File: config.mk
export PLATFORM = sky130hd
export DESIGN_NAME = keypad_scanner
export DESIGN_NICKNAME = d
export VERILOG_FILES = /design/src/rtl/keypad_scanner.sv
export SDC_FILE = /design/constraint.sdc
export NUM_CORES = 1
export LEC_CHECK = 0
export ABC_AREA = 1
export BUFFER_PORTS_ARGS = -buffer_cell sky130_fd_sc_hd__buf_2
export CAP_MARGIN = 20
export CORE_UTILIZATION = 56
export CTS_CLUSTER_SIZE = 25
export DETAILED_ROUTE_END_ITERATION = 7
export PLACE_DENSITY = 0.86
export SYNTH_ARGS = -nofsm -noshare
export SYNTH_HDL_FRONTEND = slang
export SYNTH_SLANG_ARGS = --single-unit
File: constraint.sdc
create_clock -name int_osc -period 1.8 [get_ports int_osc]
set_input_delay 0.18 -clock int_osc [delete_from_list [all_inputs] [get_ports int_osc]]
set_output_delay 0.18 -clock int_osc [all_outputs]
set_load 0.01 [all_outputs]
File: src/rtl/keypad_scanner.sv
// 4x4 matrix keypad column scanner: drives one column low per dwell period, samples the rows,
// locks onto the first key found. Optional multi-row rejection: KEYPAD_MULTI_ROW_REJECT_EN.
module keypad_scanner #(
   parameter int SCAN_DIV = 48000
) (
   input  logic       int_osc,
   input  logic       reset,
   input  logic [3:0] row,
   output logic [3:0] col,
   output logic [7:0] key_val,
   output logic       key_pressed
);

   localparam int              CW       = (SCAN_DIV > 1) ? $clog2(SCAN_DIV) : 1;
   localparam logic [CW-1:0]   CNT_LAST = CW'(SCAN_DIV - 1);

   typedef enum logic {
      SCAN = 1'b0,
      HOLD = 1'b1
   } state_e;

   logic [3:0]    row_meta_q, row_s_q;
   logic [CW-1:0] cnt_q;
   state_e        state_q, state_d;
   logic [1:0]    ci_q, ci_d;
   logic [7:0]    key_val_q, key_val_d;
   logic          key_pressed_q, key_pressed_d;

   logic [3:0] rh;
   logic [3:0] hit_row;
   logic [3:0] col_oh;
   logic       sample;
   logic       take;

   assign rh      = ~row_s_q;
   assign hit_row = rh & (~rh + 4'd1);   // isolate lowest set bit
   assign col_oh  = 4'b0001 << ci_q;
   assign sample  = (cnt_q == CNT_LAST);

`ifdef KEYPAD_MULTI_ROW_REJECT_EN
   assign take = (rh != 4'd0) && ((rh & (rh - 4'd1)) == 4'd0);
`else
   assign take = (rh != 4'd0);
`endif

   // NOTE: sequential state uses non-blocking assignments so every flop samples pre-edge values.
   always_ff @(posedge int_osc or negedge reset) begin
      if (!reset) begin
         row_meta_q    <= 4'b1111;
         row_s_q       <= 4'b1111;
         cnt_q         <= '0;
         state_q       <= SCAN;
         ci_q          <= 2'd0;
         key_val_q     <= 8'h00;
         key_pressed_q <= 1'b0;
      end else begin
         row_meta_q    <= row;
         row_s_q       <= row_meta_q;
         cnt_q         <= sample ? '0 : cnt_q + CW'(1);
         state_q       <= state_d;
         ci_q          <= ci_d;
         key_val_q     <= key_val_d;
         key_pressed_q <= key_pressed_d;
      end
   end

   // NOTE: every output of this block is given a default first so no latch is inferred.
   always_comb begin
      state_d       = state_q;
      ci_d          = ci_q;
      key_val_d     = key_val_q;
      key_pressed_d = key_pressed_q;
      if (sample) begin
         case (state_q)
            SCAN: begin
               if (take) begin
                  key_val_d     = {hit_row, col_oh};
                  key_pressed_d = 1'b1;
                  state_d       = HOLD;
               end else begin
                  ci_d = ci_q + 2'd1;
               end
            end
            HOLD: begin
               // Only the latched row matters; other rows on this column are ignored.
               if ((rh & key_val_q[7:4]) == 4'd0) begin
                  key_val_d     = 8'h00;
                  key_pressed_d = 1'b0;
                  ci_d          = ci_q + 2'd1;
                  state_d       = SCAN;
               end
            end
            default: state_d = SCAN;
         endcase
      end
   end

   assign col         = ~col_oh;
   assign key_val     = key_val_q;
   assign key_pressed = key_pressed_q;

endmodule

==> impl_metrics.csv, run 1 <==
group,metric,value,unit
critical_path,worstPathMaxFanout,5,
timing,timing.setup.tns,0,ps
min_path,hold_start,"row_meta_q[2]",
cells_and_area,stdcell_count,282,
cells_and_area,diodes,0,
timing,rsz0062_at_grt,"no",
clocking,post_cts_buffers,0,
run_status,status,"finished, final reports clean",
timing,relSlewSlack,49.9,%
power_and_ir_drop,powerDensity,700,nW/µm²
timing,setup_violations,0,
synth,ys_ff_latch,36,
clocking,cts-root-buf,"clkbuf_4",
critical_path,start_kind,"register",
placed_design,detailed_place.area,1910,µm²
placed_design,dp_hpwl,2.49,mm
synth,ys_types,22,
floorplanning,start_util,58.8,%
critical_path,r2r-start,"row_s_q[1]",
synth,yosysSeqAreaShare,51.2,%
timing,fmax,0.635,GHz
global_routing,antenna_found_initial,0,
placed_design,place_congestion,0.899,
clocking,cts.sinks,36,
cells_and_area,layout_commonest_cell,"nand2_1",
synth,ys_warn_count,0,
placed_design,dp.cells,269,
cells_and_area,final_core_util,67.2,%
critical_path,crit_start,"row_s_q[1]",
floorplanning,die_y,58.4,µm
cells_and_area,final_net_count,248,
cells_and_area,final_area,2040,µm²
synth,synth.avg_cell_area,8.55,µm²
synth,synth.net_count,219,
clocking,path_clk_slew,110,ps
synth,syn_inst,208,
global_routing,overflow,0,
critical_path,endpoint_kind,"register",
floorplanning,dieWidth,58.4,µm
critical_path,cp.arrival,1820,ps
drt,avgViaCountPerCell,5.04,
timing,period_minus_slack,1580,ps
power_and_ir_drop,leakagePower,1.10,nW
drt,dr.pass1.iters,4,
critical_path,critical_path_class,"register to register",
timing,hold_violations,0,
power_and_ir_drop,ir_worst_vdd,573,µV
timing,skew,13.9,ps
clocking,clk-insertion-delay-late,350,ps
floorplanning,die_area,3410,µm²
timing,worstMarginPinSlew,751,ps
floorplanning,io_pins,19,
min_path,hp-class,"register to register",
cells_and_area,drive_above_1_share,20.6,%
cells_and_area,mostFrequentLayoutCells,"nand2_1 (60), nor2_1 (29), dfrtp_1 (28), inv_1 (21), buf_2 (18)",
min_path,hold_depth,0,
cells_and_area,syn_to_final_growth,14.4,%
global_routing,grt_pass1_wl,5.78,mm
drt,drt_iter0_markers,60,
flow_run,drv_cap,0,
cells_and_area,num-fill-cells,244,
drt,finalWirelength,3.39,mm
global_routing,track_usage,22.9,%
floorplanning,rows,20,
synth,synthesis.area,1780,µm²
drt,ant_nets,0,
clocking,htree_num_levels,2,
drt,drc,0,
drt,wire_per_inst,12.0,µm
timing,slew_viol_final,0,
placed_design,port_buffers,18,
global_routing,grt_max_degree,37,
clocking,cts_tree,"done",
timing,period_share,87.5,%
clocking,clk_path_buf_depth,2,
drt,vias,1420,
floorplanning,coreArea,3030,µm²
critical_path,critPathRequiredTime,2050,ps
clocking,cts_buffers,5,
global_routing,grt_pass1_vias,1398,
critical_path,rr_worst_depth,7,
==> cell families (layout without fill, tap and decap cells) <==
logic type      count (synthesis)  after routing  share of synthesized area [%]
compound gates                  6              6                           1.69
xor+xnor                        5              5                           2.46
fa+ha+maj                       5              5                           3.52
buf+inv                        25             55                           5.91
flops                          36             36                           51.2
simple gates                  131            131                           35.2
==> synth_stat cells, drive strengths merged <==
cell type	count	area [µm²]
nand2	66	273
nor2	35	179
dfrtp	28	701
inv	24	90.1
nand3	15	87.6
nand4	10	62.6
dfstp	8	210
ha	5	62.6
nor3	5	25.0
a21oi	3	15.0
o21ai	3	15.0
xor2	3	26.3
xnor2	2	17.5
buf	1	15.0
==> final timing paths <==
check,to,slack [ps]
worst max-delay path,ci_q[1],220
worst min-delay path,row_s_q[2],340
worst max register to register,ci_q[1],220
worst min register to register,row_s_q[2],340
max in group asynchronous,cnt_q[3],860
min in group asynchronous,key_val[2],450
==> sequential cells by signal, indices dropped and copies added, names as in the netlist <==
register and flops:
ci_q 2, cnt_q 16, key_pressed 1, key_val 8, row_meta_q 4, row_s_q 4
state_q 1
==> per-layer routing <==
layer  global-route usage, %  up-vias  share of wire [%]
li1                        -      711                  -
met1                    27.5      658                 41
met2                    39.6       41                 53
met3                    4.84       10                4.5
met4                    10.5        0                1.6
met5                       0        -                  0
==> power breakdown <==
group	internal (mW)	switching (mW)
clock network	0.291	0.267
logic	0.0132	0.0238
registers	0.825	0.00610
total	1.13	0.297
==> what timing repair did <==
action	in CTS	in global routing
hold endpoints to repair	32	0
hold buffers	5	0
gates resized for setup	0	0
==> per-stage QoR <==
| step | setup slack (ps) | power (mW) | hold slack (ps) |
|---|---|---|---|
| 2_1_floorplan | 431 | 0.851 | -116 |
| 3_3_place_gp | 290 | 0.873 | 285 |
| 3_5_place_dp | 244 | 0.875 | 286 |
| 4_1_cts | 212 | 1.44 | 350 |
| 5_1_grt | 76.0 | 1.46 | 359 |
| 6_report | 225 | 1.43 | 343 |
==> final cells by class <==
type / count / area [µm²] / share of cell area (%)
clock buffers: 6 / 41.3 / 2.03
clock inverters: 2 / 35.0 / 1.72
inverters: 24 / 90.1 / 4.43
multi-input cells: 147 / 763 / 37.5
flip-flops and latches: 36 / 911 / 44.7
well taps: 44 / 55.1 / 2.70
repair buffers: 23 / 140 / 6.88
==> worst max-delay path: stages, from the launching register on <==
cell	delay [ps]
dfstp_2	580
nand2_1	80
nor2_1	130
nand3_1	250
nand2_1	210
nand2_1	100
nand2_1	80
nand2_1	50
(Power assumes the default switching activity.)
==> run 2, diff against run 1 <==
BUFFER_PORTS_ARGS = -buffer_cell sky130_fd_sc_hd__buf_4   (was -buffer_cell sky130_fd_sc_hd__buf_2)
PLACE_DENSITY = 0.78   (was 0.86)
==> impl_metrics.csv, run 2 (synthesized netlist as in run 1, its figures left out) <==
group,metric,value,unit
floorplanning,dieWidth,58.4,µm
clocking,cts.sinks,36,
timing,period_share,90.0,%
placed_design,dp_slack,197,ps
cells_and_area,drive_above_1_share,20.6,%
drt,vias,1384,
placed_design,dp_hpwl,2.29,mm
clocking,cts_tree,"done",
cells_and_area,top_register,"cnt_q",
drt,drt_iter0_markers,97,
drt,finalWirelength,3.30,mm
timing,worstMarginPinSlew,435,ps
cells_and_area,largest_reg_flops,16,
floorplanning,die_area,3410,µm²
drt,avgViaCountPerCell,4.91,
cells_and_area,stdcell_count,282,
global_routing,grt_pass1_wl,5.53,mm
timing,relSlewSlack,71.0,%
cells_and_area,num-fill-cells,242,
timing,rsz0062_at_grt,"no",
drt,dr.pass1.iters,4,
cells_and_area,final_core_util,68.3,%
cells_and_area,mostFrequentLayoutCells,"nand2_1 (60), nor2_1 (29), dfrtp_1 (28), inv_1 (21), buf_4 (18)",
drt,ant_nets,0,
critical_path,crit_family,"simple AND/OR/NAND/NOR gates",
global_routing,overflow,0,
flow_run,drv_cap,0,
floorplanning,die_y,58.4,µm
run_status,status,"finished, final reports clean",
global_routing,grt_pass1_vias,1292,
critical_path,critical_path_class,"register to register",
timing,setup_violations,0,
power_and_ir_drop,ir_worst_vdd,523,µV
timing,timing.setup.tns,0,ps
drt,met2_length,1.58,mm
power_and_ir_drop,powerDensity,644,nW/µm²
cells_and_area,final_net_count,248,
clocking,path_clk_slew,110,ps
critical_path,path_cells,"ha_1 -> nand2_2 -> nor2_8 -> nand2_4 -> nor2_8 -> nand3_4 -> nand2_1 -> nand2_1",
critical_path,start_kind,"register",
global_routing,track_usage,22.2,%
global_routing,grt_max_degree,37,
timing,period_minus_slack,1620,ps
critical_path,crit_path_top_delay_cell,"dfrtp_1",
critical_path,crit_buf_inv,0,
floorplanning,start_util,58.8,%
global_routing,antenna_found_initial,0,
floorplanning,rows,20,
clocking,cts-root-buf,"clkbuf_4",
critical_path,endpoint_kind,"register",
timing,fmax,0.617,GHz
critical_path,critical-path-max-stage-delay,390,ps
drt,wl_met3,143,µm
timing,skew,13.5,ps
drt,top_layer,"met4",
timing,hold_violations,0,
timing,slew_viol_final,0,
floorplanning,io_pins,19,
critical_path,cp.arrival,1860,ps
clocking,htree_num_levels,2,
floorplanning,coreArea,3030,µm²
cells_and_area,diodes,0,
cells_and_area,multi_input_area,763,µm²
placed_design,port_buffers,18,
cells_and_area,syn_to_final_growth,16.2,%
power_and_ir_drop,leakagePower,1.10,nW
clocking,clk_path_buf_depth,2,
drt,drc,0,
clocking,cts_buffers,5,
min_path,hp-class,"primary input to asynchronous set/reset pin",
critical_path,worstPathMaxFanout,19,
timing,fin_ws,180,ps
cells_and_area,layout_commonest_cell,"nand2_1",
cells_and_area,seq_area,911,µm²
placed_design,dp.cells,269,
drt,wire_per_inst,11.7,µm
critical_path,critPathRequiredTime,2040,ps
clocking,post_cts_buffers,0,
clocking,clk-insertion-delay-late,340,ps
placed_design,place_congestion,0.850,
drt,wl_met1,1.53,mm
run 2: cell count changes in the layout (fill, tap and decap cells not counted):
| cell | previous run | this run |
|---|---|---|
| buf_2 | 18 | 0 |
| buf_4 | 0 | 18 |
| bufinv_16 | 1 | 0 |
| clkbuf_8 | 0 | 1 |
| clkinv_2 | 1 | 0 |
| clkinvlp_4 | 0 | 1 |
run 2: what timing repair did:
item,CTS,global route
endpoints found under the hold margin,32,0
gates resized for setup,0,0
hold buffers,5,0
run 2: worst paths after layout:
path	startpoint	endpoint	slack, ps	cells past startpoint
max in group asynchronous	reset	row_meta_q[3]	1140	2
worst max register to register	cnt_q[0]	key_val[3]	180	8
worst min-delay path	reset	key_val[1]	310	2
worst max-delay path	cnt_q[0]	key_val[3]	180	8
worst min register to register	row_meta_q[2]	row_s_q[2]	350	0
min in group int_osc	row_meta_q[2]	row_s_q[2]	350	0
run 2: where the power goes:
part	switching, mW	leakage (nW)	total [mW]	internal [mW]
clock	0.269	0.0315	0.461	0.191
combinational	0.0240	0.608	0.0403	0.0163
sequential	0.00581	0.461	0.831	0.825
total	0.299	1.10	1.33	1.03
run 2: metal layers:
metal  GRT usage, %  vias to the layer above
met2           36.3                       28
met5              0                        -
met3           6.59                        6
met1           27.9                      631
met4           8.84                        0
li1               -                      719
run 2: layout make-up:
class	instances	share of cell area [%]
Clock inverter	1	0.363
Multi-Input combinational cell	147	36.9
Clock buffer	7	2.66
Inverter	24	4.36
Tap cell	44	2.66
Timing Repair Buffer	23	8.96
Sequential cell	36	44.1
run 2: stage by stage:
| step | area, µm² | total power [mW] | hold WS [ps] |
|---|---|---|---|
| floorplan | 1780 | 0.851 | -116 |
| global placement | 1950 | 0.877 | 156 |
| detailed placement | 1950 | 0.878 | 157 |
| CTS | 2070 | 1.35 | 318 |
| global route | 2070 | 1.39 | 344 |
| finish | 2070 | 1.33 | 312 |
run 2: worst reg2reg max path, delay by kind of cell, from the launching register on:
| kind | cells | cell delay, ps |
|---|---|---|
| simple gates | 7 | 930 |
| flops | 1 | 390 |
| fa+ha+maj | 1 | 210 |
==> run 3, diff against run 2 <==
CORE_UTILIZATION = 52   (was 56)
PLACE_DENSITY = 0.76   (was 0.78)
clock period = 1.35 ns   (was 1.8 ns; I/O delays follow)
==> impl_metrics.csv, run 3 (synthesized netlist as in run 1, its figures left out) <==
group,metric,value,unit
cells_and_area,top_register,"cnt_q",
critical_path,cp.arrival,1250,ps
drt,vias,1608,
critical_path,start_kind,"register",
cells_and_area,layout_commonest_cell,"nand2_1",
placed_design,port_buffers,18,
placed_design,place_congestion,0.875,
drt,avgViaCountPerCell,5.22,
drt,dr.pass1.iters,5,
floorplanning,rows,20,
placed_design,detailed_place.area,2100,µm²
power_and_ir_drop,powerDensity,778,nW/µm²
timing,setup_violations,12,
floorplanning,dieWidth,60.5,µm
drt,ant_nets,0,
timing,slew_viol_final,0,
cells_and_area,stdcell_count,308,
clocking,cts_tree,"done",
power_and_ir_drop,leakagePower,1.26,nW
floorplanning,start_util,56.4,%
global_routing,grt_max_degree,37,
clocking,cts.sinks,36,
cells_and_area,drive_above_1_share,45.8,%
floorplanning,die_area,3660,µm²
clocking,cts_buffers,5,
floorplanning,io_pins,19,
timing,skew,20.6,ps
critical_path,rr_worst_depth,8,
critical_path,critPathRequiredTime,1220,ps
timing,relSlewSlack,69.4,%
critical_path,crit_family,"flip-flops",
critical_path,endpoint_kind,"output pin",
cells_and_area,final_net_count,274,
run_status,violations,"negative setup slack",
cells_and_area,diodes,0,
floorplanning,coreArea,3150,µm²
critical_path,r2r-start,"cnt_q[1]",
placed_design,dp.cells,289,
run_status,status,"finished with violations",
clocking,clk_path_buf_depth,2,
critical_path,r2r_slack,-30,ps
flow_run,drv_cap,0,
timing,worstMarginPinSlew,458,ps
global_routing,antenna_found_initial,0,
timing,rsz0062_at_grt,"yes",
cells_and_area,num-fill-cells,213,
critical_path,path_cells,"inv_2 -> ha_2 -> inv_1 -> buf_4",
clocking,htree_num_levels,2,
clocking,path_clk_slew,120,ps
critical_path,crit_path_top_delay_cell,"dfrtp_1",
min_path,hp-class,"primary input to asynchronous set/reset pin",
placed_design,dp_hpwl,2.57,mm
global_routing,track_usage,21.7,%
critical_path,critical-path-max-stage-delay,450,ps
timing,fin_ws,-39.4,ps
drt,drc,0,
global_routing,overflow,0,
timing,period_share,103,%
cells_and_area,syn_to_final_growth,39.2,%
floorplanning,die_y,60.5,µm
drt,drt_iter0_markers,84,
drt,wire_per_inst,13.4,µm
timing,period_minus_slack,1390,ps
global_routing,grt_pass1_wl,5.73,mm
cells_and_area,largest_reg_flops,16,
cells_and_area,mostFrequentLayoutCells,"nand2_1 (44), buf_4 (38), dfrtp_1 (27), nor2_1 (19), nand2_2 (17)",
global_routing,grt_pass1_vias,1361,
clocking,cts-root-buf,"clkbuf_4",
critical_path,r2r-end,"key_val[6]",
critical_path,crit_buf_inv,3,
timing,hold_violations,0,
critical_path,critical_path_class,"register to output pin",
power_and_ir_drop,ir_worst_vdd,781,µV
critical_path,worstPathMaxFanout,4,
drt,finalWirelength,4.14,mm
clocking,clk-insertion-delay-late,360,ps
timing,fmax,0.720,GHz
cells_and_area,final_area,2480,µm²
[run 3: power by group]
group          total, mW  internal (mW)  switching [mW]
Combinational     0.0743         0.0324          0.0420
Clock              0.747          0.388           0.359
Sequential          1.11           1.10         0.00726
Total               1.93           1.52           0.408
[run 3: worst register-to-register path, stage by stage (launching register included)]
cell and delay (ps):
dfrtp_1 410, ha_4 160, nand2_4 70, nor2_8 110, nand2_4 80, nor2_8 170
nand3_4 140, nand2_2 100, nand2_1 60
[run 3: worst max path at each step]
stage	depth (start not counted)	endpoint	startpoint	slack (ps)
after floorplan	8	key_val[5]	cnt_q[0]	6
after detailed placement	8	cnt_q[15]	cnt_q[0]	-80
after global routing	8	key_val[0]	cnt_q[1]	-110
final	4	col[0]	ci_q[0]	-40
after CTS	4	col[0]	ci_q[0]	-20
after global placement	8	cnt_q[8]	cnt_q[0]	-10
[run 3: repair_timing]
action                     4_1_cts  5_1_grt
hold buffers                     5        0
gates cloned                     0        1
pin swaps                        4       17
setup buffers                    2        3
gates resized for setup         10       53
setup endpoints to repair       21       29
hold endpoints to repair        32        0
[run 3: stage by stage]
stage	setup slack (ps)	hold slack (ps)	TNS [ps]	utilization [%]	power (mW)
2_1_floorplan	5.83	-161	0	-	1.13
3_3_place_gp	-11.2	113	-33.6	66.7	1.18
6_report	-39.4	256	-227	78.6	1.93
3_5_place_dp	-83.3	114	-737	66.7	1.18
4_1_cts	-17.6	264	-49.1	72.2	1.93
5_1_grt	-107	292	-1660	78.6	2.01
[run 3: cell type report]
type	instances	area, µm²	share of cell area, %
clock buffer	6	41.3	1.67
sequential	36	912	36.8
clock inverter	2	35.0	1.41
inverter	24	92.6	3.74
tap	44	55.1	2.22
multi-input combinational	148	950	38.3
timing repair buffer	48	392	15.8
[run 3: routing by layer]
layer  vias up  routed length, µm  global-route usage [%]
met1       761               1750                    26.7
met4         0                133                    7.14
met2        61               2050                    35.3
li1        770                  -                       -
met5         -                  0                       0
met3        16                205                    8.10
